File: src/rtl/mem_bus_decoder.sv
// Memory-bus address decoder: maps a single request onto ROM, RAM or the UART registers,
// holds the chosen select for the region's wait states and flags faulting accesses.
module mem_bus_decoder #(
   parameter int unsigned       ADDR_W    = 32,
   parameter logic [ADDR_W-1:0] ROM_BASE  = 32'h0,
   parameter logic [ADDR_W-1:0] ROM_SIZE  = 32'h400,
   parameter logic [ADDR_W-1:0] RAM_BASE  = 32'h400,
   parameter logic [ADDR_W-1:0] RAM_SIZE  = 32'h100,
   parameter logic [ADDR_W-1:0] UART_DATA = 32'h500,
   parameter logic [ADDR_W-1:0] UART_STAT = 32'h504,
   parameter int unsigned       ROM_WAIT  = 0,
   parameter int unsigned       RAM_WAIT  = 2
) (
   input  logic              clk,
   input  logic              rst_n,
   input  logic              req,
   input  logic              MemWrite,
   input  logic [ADDR_W-1:0] Addr,
   output logic              ready,
   output logic              bus_err,
   output logic              busy,
   output logic              ROM_CS,
   output logic              RAM_CS,
   output logic              RAM_WE,
   output logic              CE_UART,
   output logic              UART_WR,
   output logic              UART_RD,
   output logic              CE_SR,
   output logic [7:0]        err_count
);

   typedef enum logic [1:0] {StIdle, StAccess, StErr} state_e;

   // Region bounds carry one extra bit so BASE+SIZE-1 at the top of the map cannot wrap.
   localparam logic [ADDR_W:0] One   = {{ADDR_W{1'b0}}, 1'b1};
   localparam logic [ADDR_W:0] RomLo = {1'b0, ROM_BASE};
   localparam logic [ADDR_W:0] RomHi = {1'b0, ROM_BASE} + {1'b0, ROM_SIZE} - One;
   localparam logic [ADDR_W:0] RamLo = {1'b0, RAM_BASE};
   localparam logic [ADDR_W:0] RamHi = {1'b0, RAM_BASE} + {1'b0, RAM_SIZE} - One;
   localparam logic [3:0]      RomWt = 4'(ROM_WAIT);
   localparam logic [3:0]      RamWt = 4'(RAM_WAIT);

   state_e      state_q, state_d;
   logic [3:0]  cnt_q, cnt_d;
   logic        ready_q, ready_d;
   logic        bus_err_q, bus_err_d;
   logic        busy_q, busy_d;
   logic        rom_cs_q, rom_cs_d;
   logic        ram_cs_q, ram_cs_d;
   logic        ram_we_q, ram_we_d;
   logic        ce_uart_q, ce_uart_d;
   logic        uart_wr_q, uart_wr_d;
   logic        uart_rd_q, uart_rd_d;
   logic        ce_sr_q, ce_sr_d;
   logic [7:0]  err_cnt_q, err_cnt_d;

   logic [ADDR_W:0] addr_x;
   logic            in_rom, in_ram, in_ud, in_us;
   logic            hit_rom, hit_ram, hit_ud, hit_us;
   logic            fault;

   // Region decode, resolved by priority ROM > RAM > UART_DATA > UART_STAT.
   always_comb begin
      addr_x  = {1'b0, Addr};
      in_rom  = (addr_x >= RomLo) && (addr_x <= RomHi);
      in_ram  = (addr_x >= RamLo) && (addr_x <= RamHi);
      in_ud   = (Addr == UART_DATA);
      in_us   = (Addr == UART_STAT);
      hit_rom = in_rom;
      hit_ram = in_ram && !in_rom;
      hit_ud  = in_ud && !in_rom && !in_ram;
      hit_us  = in_us && !in_rom && !in_ram && !in_ud;
      fault   = !(hit_rom || hit_ram || hit_ud || hit_us)
                || (Addr[1:0] != 2'b00)
                || (hit_rom && MemWrite)
                || (hit_us && MemWrite);
   end

   always_comb begin
      state_d   = state_q;
      cnt_d     = cnt_q;
      ready_d   = 1'b0;
      bus_err_d = 1'b0;
      rom_cs_d  = rom_cs_q;
      ram_cs_d  = ram_cs_q;
      ram_we_d  = ram_we_q;
      ce_uart_d = ce_uart_q;
      uart_wr_d = uart_wr_q;
      uart_rd_d = uart_rd_q;
      ce_sr_d   = ce_sr_q;
      err_cnt_d = err_cnt_q;

      unique case (state_q)
         StIdle: begin
            rom_cs_d  = 1'b0;
            ram_cs_d  = 1'b0;
            ram_we_d  = 1'b0;
            ce_uart_d = 1'b0;
            uart_wr_d = 1'b0;
            uart_rd_d = 1'b0;
            ce_sr_d   = 1'b0;
            if (req) begin
               if (fault) begin
                  state_d   = StErr;
                  ready_d   = 1'b1;
                  bus_err_d = 1'b1;
                  if (err_cnt_q != 8'hFF) begin
                     err_cnt_d = err_cnt_q + 8'd1;
                  end
               end else begin
                  // Selects latched here stay frozen until the access drains.
                  state_d   = StAccess;
                  rom_cs_d  = hit_rom;
                  ram_cs_d  = hit_ram;
                  ram_we_d  = hit_ram && MemWrite;
                  ce_uart_d = hit_ud;
                  ce_sr_d   = hit_us;
                  uart_wr_d = hit_ud && MemWrite;
                  uart_rd_d = (hit_ud || hit_us) && !MemWrite;
                  if (hit_rom) begin
                     cnt_d = RomWt;
                  end else if (hit_ram) begin
                     cnt_d = RamWt;
                  end else begin
                     cnt_d = 4'd0;
                  end
                  ready_d = (cnt_d == 4'd0);
               end
            end
         end
         StAccess: begin
            if (cnt_q == 4'd0) begin
               state_d   = StIdle;
               rom_cs_d  = 1'b0;
               ram_cs_d  = 1'b0;
               ram_we_d  = 1'b0;
               ce_uart_d = 1'b0;
               uart_wr_d = 1'b0;
               uart_rd_d = 1'b0;
               ce_sr_d   = 1'b0;
            end else begin
               cnt_d   = cnt_q - 4'd1;
               ready_d = (cnt_q == 4'd1);
            end
         end
         StErr: begin
            state_d = StIdle;
         end
         default: begin
            state_d   = StIdle;
            rom_cs_d  = 1'b0;
            ram_cs_d  = 1'b0;
            ram_we_d  = 1'b0;
            ce_uart_d = 1'b0;
            uart_wr_d = 1'b0;
            uart_rd_d = 1'b0;
            ce_sr_d   = 1'b0;
         end
      endcase

      busy_d = (state_d != StIdle);
   end

   always_ff @(posedge clk or negedge rst_n) begin
      if (!rst_n) begin
         state_q   <= StIdle;
         cnt_q     <= 4'd0;
         ready_q   <= 1'b0;
         bus_err_q <= 1'b0;
         busy_q    <= 1'b0;
         rom_cs_q  <= 1'b0;
         ram_cs_q  <= 1'b0;
         ram_we_q  <= 1'b0;
         ce_uart_q <= 1'b0;
         uart_wr_q <= 1'b0;
         uart_rd_q <= 1'b0;
         ce_sr_q   <= 1'b0;
         err_cnt_q <= 8'd0;
      end else begin
         state_q   <= state_d;
         cnt_q     <= cnt_d;
         ready_q   <= ready_d;
         bus_err_q <= bus_err_d;
         busy_q    <= busy_d;
         rom_cs_q  <= rom_cs_d;
         ram_cs_q  <= ram_cs_d;
         ram_we_q  <= ram_we_d;
         ce_uart_q <= ce_uart_d;
         uart_wr_q <= uart_wr_d;
         uart_rd_q <= uart_rd_d;
         ce_sr_q   <= ce_sr_d;
         err_cnt_q <= err_cnt_d;
      end
   end

   assign ready     = ready_q;
   assign bus_err   = bus_err_q;
   assign busy      = busy_q;
   assign ROM_CS    = rom_cs_q;
   assign RAM_CS    = ram_cs_q;
   assign RAM_WE    = ram_we_q;
   assign CE_UART   = ce_uart_q;
   assign UART_WR   = uart_wr_q;
   assign UART_RD   = uart_rd_q;
   assign CE_SR     = ce_sr_q;
   assign err_count = err_cnt_q;

endmodule

File: config.mk
export PLATFORM = sky130hd
export DESIGN_NAME = mem_bus_decoder
export DESIGN_NICKNAME = d
export VERILOG_FILES = /design/src/rtl/mem_bus_decoder.sv
export SDC_FILE = /design/constraint.sdc
export NUM_CORES = 1
export LEC_CHECK = 0
export CORE_MARGIN = 3
export CORE_UTILIZATION = 41
export DETAILED_ROUTE_END_ITERATION = 10
export HOLD_SLACK_MARGIN = 0.08
export MAX_ROUTING_LAYER = met4
export PLACE_DENSITY = 0.81
export SYNTH_ARGS = -nofsm -noshare
export SYNTH_HDL_FRONTEND = slang
export SYNTH_SLANG_ARGS = --single-unit
File: constraint.sdc
create_clock -name clk -period 1.9 [get_ports clk]
set_input_delay 0.285 -clock clk [delete_from_list [all_inputs] [get_ports clk]]
set_output_delay 0.285 -clock clk [all_outputs]
set_load 0.02 [all_outputs]
==> results.txt, run 1 <==
Status = finished, violations left
Failing checks = negative setup slack
PwrDens = 753 mW/mm2
CTS tree = built
Avg Inst Size Synth = 10.9 um2
Setup Skew = 0.00673 ns
Achievable Freq = 0.515 GHz
Post-synth EDFFs = 0
Sequential share of the synthesized area = 49.6%
Die Ht = 60.4 um
Initial antenna violation count = 0
CP max-delay cell = clkdlybuf4s50_1
Row cnt = 19
Dpl hpwl = 2.70 mm
IO Count = 54
DRT iter0 DRCs = 26
DR WL/cell = 16.1 um
Dpl cells = 209
Synth Net Count = 150
Largest net degree at the start of global routing = 25
Gr usage total = 20.1%
GRT Residual Overflow = 0
# hold bufs at CTS = 0
Share of cells above drive strength 1 = 21.1%
Die X-Extent = 60.4 um
Full die area = 0.00364 mm2
Cell area after synthesis = 0.00121 mm2
Synth Register Bits = 24
Vias in the first global route = 1224
Worst path buffer plus inverter count = 2
Area of the multi-input gates = 642 um2
Clock latency on the worst-skew pair = 0.32 ns
Setup Viol. Count Final = 5
Final worst path period share = 102%
CP startpoint kind = input pin
Total Wirelength = 3.47 mm
Vias = 1153
Final ANT Viol Nets = 0
Post-synthesis cell count = 111
Clk slew on worst S/H paths = 0.14 ns
Top post-synthesis cells by count = dfrtp_1, nand2_1, nor2_1
Final core utilization = 73.1%
Post-synth top flop = dfrtp_1
IO buf count = 53
Unique cell type count in the Yosys netlist = 38
Min Tclk post-route = 1.94 ns
Post-synth top area cell = dfrtp_1
Clk sinks = 24
Top post-synthesis cells by area = dfrtp_1, xnor2_1, nand2_1, ha_1, nor2_1
CP delay by family, top = simple AND/OR/NAND/NOR gates
Critical Path RT = 2.16 ns
Placer Congestion = 0.789
Relative slew margins = 76.6%
Largest stage delay, worst path = 0.43 ns
Final std cells w/o fill = 216
Synth Warn # = 0
Initial Util = 43.5%
Global-route wire length before repair = 5.29 mm
Peak supply drop = 0.768 mV
Crit path kind = in2reg
Total Power = 1.53 mW
Tightest Pin Transition = 0.351 ns
Most common cell in the netlist = dfrtp_1
CTS buffer count = 3
Final slew viol count = 0
Worst hold slack = 0.317 ns
Final worst slack = -0.0417 ns
Yosys top cell area share = 49.6%
Clock Path Buffers = 2
Crit. End Element = flip-flop
Area delta synth->final = 67.8%
Pleak = 0.955 nW
Max H-tree Level = 1
Total of max-cap violations = 0
Crit Path Max Fanout = 4
HP Class = in2async
Worst-path cell chain = clkdlybuf4s50_1 > nor4_2 > nand4_1 > nor4_2 > buf_4 > nand3_1 > nor2_1 > a22o_1
Most frequent CP cell = nor4_2
Arrival @ worst endpoint = 2.21 ns
Asr flop ratio synth = 100%
DR vias/cell = 5.34
Register area = 601 um2
Fillers = 205
Core area = 0.00278 mm2
Pre-antenna DRT Iters = 4
Fin nets = 225
# DRC = 0
Final Hold Fails = 0
Diodes inserted = 0
CTS Root Cell = clkbuf_4
==> cell families (layout without fill, tap and decap cells) <==
logic type / Yosys count / after routing / share of synthesized area, %
fa+ha+maj: 3 / 3 / 3.10
compound gates: 19 / 19 / 12.9
simple gates: 50 / 50 / 24.2
flops: 24 / 24 / 49.6
xor+xnor: 7 / 7 / 5.06
mux: 4 / 4 / 3.93
buf+inv: 4 / 78 / 1.24
==> through the flow <==
stage | cell area, um2 | TNS [ns] | worst slack [ns]
after global placement | 1890 | -5.40 | -0.403
after global routing | 2030 | -0.497 | -0.0726
after floorplan | 1210 | 0 | 0.0300
after CTS | 1960 | 0 | 0.00194
final | 2030 | -0.118 | -0.0417
after detailed placement | 1890 | -6.96 | -0.460
==> cells in the final DEF (no fill, tap or decap), types with 2 or more instances in the layout <==
cell / netlist / routed
and3_1: 2 / 2
xnor2_1: 5 / 5
a21oi_1: 4 / 3
clkdlybuf4s50_1: 0 / 39
nor2_1: 8 / 8
o21ai_0: 3 / 3
nor4_2: 1 / 4
clkbuf_4: 0 / 3
buf_6: 0 / 2
mux2_4: 1 / 2
a22o_1: 3 / 3
ha_1: 3 / 3
nand4_1: 4 / 4
dlymetal6s2s_1: 0 / 9
buf_4: 0 / 15
a21o_1: 3 / 3
nand2_1: 11 / 11
nand3_1: 5 / 5
inv_1: 4 / 4
xor2_1: 2 / 2
nor3_1: 3 / 3
dlygate4sd2_1: 0 / 4
dfrtp_1: 24 / 24
==> report_power, final <==
| group | switching, mW | internal (mW) | leakage, nW | total, mW |
|---|---|---|---|---|
| clock | 0.159 | 0.213 | 0.0279 | 0.372 |
| sequential | 0.0897 | 0.577 | 0.302 | 0.666 |
| combinational | 0.218 | 0.274 | 0.624 | 0.492 |
==> worst paths after layout <==
| kind | start | to | slack (ns) | cells past startpoint |
|---|---|---|---|---|
| max | Addr[16] | UART_WR$_DFFE_PN0P_ | -0.04 | 8 |
| min | rst_n | ready$_DFF_PN0_ | 0.32 | 2 |
| max reg2reg | cnt_q[0]$_DFFE_PN0P_ | UART_RD$_DFFE_PN0P_ | 0.25 | 6 |
| min reg2reg | CE_UART$_DFFE_PN0P_ | CE_UART$_DFFE_PN0P_ | 0.52 | 1 |
| max in group asynchronous | rst_n | err_count[0]$_DFFE_PN0P_ | 1.35 | 2 |
| min in group clk | Addr[2] | CE_SR$_DFFE_PN0P_ | 0.49 | 4 |
==> flip-flops by register name, indices dropped and copies added (netlist names) <==
| signal | flops |
|---|---|
| err_count | 8 |
| cnt_q | 4 |
| state_q | 2 |
| CE_SR | 1 |
| CE_UART | 1 |
| RAM_CS | 1 |
| RAM_WE | 1 |
| ROM_CS | 1 |
| UART_RD | 1 |
| UART_WR | 1 |
| bus_err | 1 |
| busy | 1 |
| ready | 1 |
==> layer usage <==
layer  wire, um  GRT usage, %  vias to the layer above
met1       1330          21.8                      563
met5          0             -                        -
li1           -             -                      555
met4         40          4.75                        0
met2       1980          38.0                       31
met3        121          3.40                        4
==> repair_timing <==
action                     in CTS  in global routing
pin swaps                       7                 13
setup endpoints to repair       9                 10
resized for setup               7                 19
setup buffers                   3                  0
==> final cells by class <==
class | count | area share (%)
Timing Repair Buffer | 70 | 33.6
Multi-Input combinational cell | 83 | 31.6
Sequential cell | 24 | 29.6
Tap cell | 31 | 1.91
Clock inverter | 1 | 1.48
Clock buffer | 3 | 1.11
Inverter | 4 | 0.739
Power figures use the tool's default switching activity.
==> run 2, diff against run 1 <==
- CORE_ASPECT_RATIO: not set -> 0.5
- CORE_MARGIN: 3 -> not set
- SETUP_SLACK_MARGIN: not set -> 0.1
==> run 2 against run 1 <==
Against the previous run: the run now ends clean; sequential power about the same; clock power down 5%; via count up 5.6%; final cell count up 4.2%; worst hold slack better by 0.042 ns; critical path depth up 1; count of clock-buffer cells in the layout up 1; critical endpoint is now cnt_q[1]$_DFFE_PN0P_; highest routed layer unchanged.
==> results.txt, run 2 (synthesis results as in run 1) <==
Setup Viol. Count Final = 0
Max H-tree Level = 1
Relative slew margins = 79.5%
Clock latency on the worst-skew pair = 0.27 ns
Final ANT Viol Nets = 0
Die X-Extent = 78.9 um
Crit path kind = in2reg
DRT iter0 DRCs = 42
Share of cells above drive strength 1 = 26.6%
R2R Setup Slk = 0.24 ns
Final core utilization = 76.5%
PwrDens = 731 mW/mm2
Total Wirelength = 4.09 mm
Clk slew on worst S/H paths = 0.08 ns
Vias in the first global route = 1166
DR WL/cell = 18.2 um
Initial antenna violation count = 0
CTS Root Cell = clkbuf_8
Initial Util = 44.9%
Arrival @ worst endpoint = 2.05 ns
DR vias/cell = 5.41
Global-route wire length before repair = 5.71 mm
Max reg flops = 8
Largest net degree at the start of global routing = 25
Most frequent CP cell = buf_4
Crit. End Element = flip-flop
IO Count = 54
Final slew viol count = 0
# DRC = 0
Dpl cell area = 0.00190 mm2
Most common cell after layout, fill and taps aside = clkdlybuf4s50_1
Area delta synth->final = 70.6%
Peak supply drop = 0.662 mV
CTS tree = built
Placer Congestion = 0.802
Min Tclk post-route = 1.88 ns
CP delay by family, top = simple AND/OR/NAND/NOR gates
FF-to-FF End = RAM_WE$_DFFE_PN0P_
Commonest cells after routing, fill and taps aside = clkdlybuf4s50_1, dfrtp_1, buf_4
Worst path buffer plus inverter count = 3
Pre-antenna DRT Iters = 4
Worst hold slack = 0.359 ns
Final worst slack = 0.0229 ns
Setup TNS = 0 ns
CP max-delay cell = nor4_2
Final Hold Fails = 0
GRT Residual Overflow = 0
CP startpoint kind = input pin
Core area = 0.00270 mm2
Row cnt = 13
Die Ht = 40.4 um
Fin area = 0.00207 mm2
IO buf count = 53
Dpl ws = -0.486 ns
Crit Path Max Fanout = 3
Largest stage delay, worst path = 0.30 ns
Tightest Pin Transition = 0.308 ns
HP Class = in2async
Achievable Freq = 0.533 GHz
Vias = 1217
Critical R2R Launch = cnt_q[0]$_DFFE_PN0P_
Setup Skew = 0.00334 ns
Status = finished clean
R2R cell count = 5
Final worst path period share = 98.8%
Dpl hpwl = 2.54 mm
Total of max-cap violations = 0
Gr usage total = 26.2%
Pleak = 0.939 nW
Clock Path Buffers = 2
Fin nets = 228
Worst-path cell chain = dlygate4sd2_1 > nor4_2 > nand4_1 > buf_4 > buf_4 > nor2_4 > nand3_2 > mux2_4 > mux2i_1
Clk sinks = 24
CTS buffer count = 3
Critical Path RT = 2.07 ns
Full die area = 0.00319 mm2
Diodes inserted = 0
Fillers = 175
run 2: changes by cell type in the layout (fill, tap and decap cells not counted), sizes merged:
| cell | change |
|---|---|
| buf | +6 |
| bufinv | -1 |
| dlygate4sd2 | +11 |
| clkdlybuf4s15 | +4 |
| clkdlybuf4s50 | -12 |
| dlymetal6s2s | -7 |
| clkbuf | +2 |
run 2: worst max-delay path by stage:
stage / from / cells past startpoint / slack, ns / end
2_1_floorplan: Addr[7] / 6 / 0.03 / cnt_q[0]$_DFFE_PN0P_
3_3_place_gp: Addr[7] / 7 / -0.39 / cnt_q[0]$_DFFE_PN0P_
3_5_place_dp: Addr[7] / 7 / -0.49 / cnt_q[0]$_DFFE_PN0P_
4_1_cts: Addr[4] / 7 / 0.07 / cnt_q[0]$_DFFE_PN0P_
5_1_grt: Addr[21] / 9 / -0.08 / cnt_q[1]$_DFFE_PN0P_
6_report: Addr[21] / 9 / 0.02 / cnt_q[1]$_DFFE_PN0P_
run 2: worst register-to-register path, stage by stage (launching register included):
cell and delay (ns):
dfrtp_1 0.45, inv_1 0.09, ha_1 0.27, a21oi_4 0.28, a21o_1 0.31, a22o_1 0.21
run 2: repair_timing:
| action | CTS | global route |
|---|---|---|
| hold buffers | 0 | 0 |
| hold endpoints to repair | 0 | 0 |
| gates cloned | 0 | 0 |
| buffers inserted | 4 | 1 |
| gates resized for setup | 43 | 16 |
| setup endpoints to repair | 19 | 20 |
| pin swaps | 17 | 12 |
run 2: cell type report:
class                           instances  area [um2]  share of cell area [%]
Sequential cell                        24         601                    29.1
Clock buffer                            4        55.1                    2.67
Tap cell                               37        46.3                    2.24
Multi-Input combinational cell         83         692                    33.5
Timing Repair Buffer                   73         657                    31.8
Inverter                                4        15.0                   0.727
run 2: per-layer routing:
layer | global-route usage, % | wire [um]
met1 | 28.0 | 1650
met3 | 6.14 | 200
met2 | 48.9 | 2100
met4 | 12.7 | 144
met5 | - | 0
run 2: metrics by stage:
step                power [mW]  std cells
finish                    1.51        225
global route              1.58        225
CTS                       1.49        224
detailed placement        1.14        216
global placement          1.13        216
floorplan                0.864        111
run 2: power breakdown:
part           total (mW)  internal [mW]  switching (mW)
clock               0.354          0.185           0.168
combinational       0.491          0.266           0.225
sequential          0.664          0.577          0.0875
total                1.51           1.03           0.481
==> run 3, diff against run 2 <==
- SKIP_CTS_REPAIR_TIMING: not set -> 1
==> run 3 against run 2 <==
Against the previous run: register-to-register slack got worse by 0.05 ns; wire length decreased by 11%; worst hold slack improved by 0.0085 ns; total power decreased by 0.99%; worst setup slack better by 0.052 ns; design area increased by 1.3%; sequential cell count is the same; non-clock buffer count down 1; critical path type unchanged; largest cell class is now non-clock buffers.
==> results.txt, run 3 (synthesis results as in run 1) <==
Die Ht = 40.4 um
Final Hold Fails = 0
IO buf count = 53
RSZ-0062 raised after global routing = true
CTS buffer count = 3
Placer Congestion = 0.802
Setup Viol. Count Final = 0
Total Wirelength = 3.64 mm
Vias = 1163
Dpl cell area = 0.00190 mm2
Area delta synth->final = 72.8%
Relative slew margins = 73.0%
Clk sinks = 24
Tightest Pin Transition = 0.406 ns
Share of cells above drive strength 1 = 24.6%
Crit Path Max Fanout = 4
Fillers = 170
Die X-Extent = 78.9 um
Row cnt = 13
Peak supply drop = 0.626 mV
Initial antenna violation count = 0
CTS Root Cell = clkbuf_8
Area of the multi-input gates = 658 um2
Min Tclk post-route = 1.83 ns
Gr usage total = 22.7%
Arrival @ worst endpoint = 1.98 ns
Crit. Startpoint = Addr[4]
Core area = 0.00270 mm2
Pleak = 1.07 nW
Clock Path Buffers = 2
Crit. End Element = flip-flop
Final worst path period share = 96.1%
Achievable Freq = 0.548 GHz
Initial Util = 44.9%
Clk slew on worst S/H paths = 0.08 ns
Final core utilization = 77.5%
Setup Skew = 0.00380 ns
HP Class = in2async
Crit path kind = in2reg
DR vias/cell = 5.19
PwrDens = 714 mW/mm2
IO Count = 54
Register area = 601 um2
Dpl hpwl = 2.54 mm
Max H-tree Level = 1
DR WL/cell = 16.2 um
Setup TNS = 0 ns
Status = finished clean
Vias in the first global route = 1060
CP startpoint kind = input pin
Max reg flops = 8
Fin nets = 227
Fin area = 0.00209 mm2
Final slew viol count = 0
DRT iter0 DRCs = 54
Full die area = 0.00319 mm2
CTS tree = built
Clock latency on the worst-skew pair = 0.27 ns
# DRC = 0
Total of max-cap violations = 0
GRT Residual Overflow = 0
Diodes inserted = 0
Critical R2R Launch = cnt_q[0]$_DFFE_PN0P_
Critical Path RT = 2.05 ns
Most common cell after layout, fill and taps aside = clkdlybuf4s50_1
Pre-antenna DRT Iters = 4
Final ANT Viol Nets = 0
Largest net degree at the start of global routing = 25
R2R cell count = 6
Global-route wire length before repair = 4.93 mm
Commonest cells after routing, fill and taps aside = clkdlybuf4s50_1, dfrtp_1, dlymetal6s2s_1
[run 3: through the flow]
step	hold WS, ns	total power, mW	cells	worst slack [ns]
after floorplan	-0.0106	0.864	111	0.0300
after global placement	0.466	1.13	216	-0.394
after detailed placement	0.468	1.14	216	-0.486
after CTS	0.373	1.48	220	-0.220
after global routing	0.401	1.58	224	0.0552
final	0.368	1.49	224	0.0744
[run 3: cell type report]
type                       instances  share of cell area [%]
inverter                           4                   0.717
multi-input combinational         83                    31.4
timing repair buffer              72                    34.3
tap                               37                    2.21
clock buffer                       4                    2.63
sequential                        24                    28.7
[run 3: final timing paths]
check	end	slack (ns)
max	cnt_q[0]$_DFFE_PN0P_	0.07
min	cnt_q[2]$_DFFE_PN0P_	0.37
max reg2reg	CE_SR$_DFFE_PN0P_	0.19
min reg2reg	RAM_CS$_DFFE_PN0P_	0.49
max in group asynchronous	cnt_q[1]$_DFFE_PN0P_	1.30
min in group clk	CE_SR$_DFFE_PN0P_	0.46
[run 3: routing by layer]
layer | routed length (um) | GRT usage, % | vias to the layer above
met1 | 1420 | 24.8 | 569
li1 | - | - | 552
met3 | 167 | 5.68 | 8
met2 | 1970 | 41.5 | 34
met4 | 79 | 10.5 | 0
met5 | 0 | - | -
[run 3: power by group]
part           switching [mW]  leakage (nW)  internal (mW)
sequential             0.0841         0.302          0.577
clock                   0.154        0.0288          0.185
combinational           0.219         0.735          0.276
[run 3: worst max-delay path, stage by stage]
cell and delay [ns]:
buf_6 0.09, or4_4 0.56, nor3_4 0.27, a2bb2oi_4 0.20
and3_4 0.23, nor2_4 0.05, mux2_4 0.28
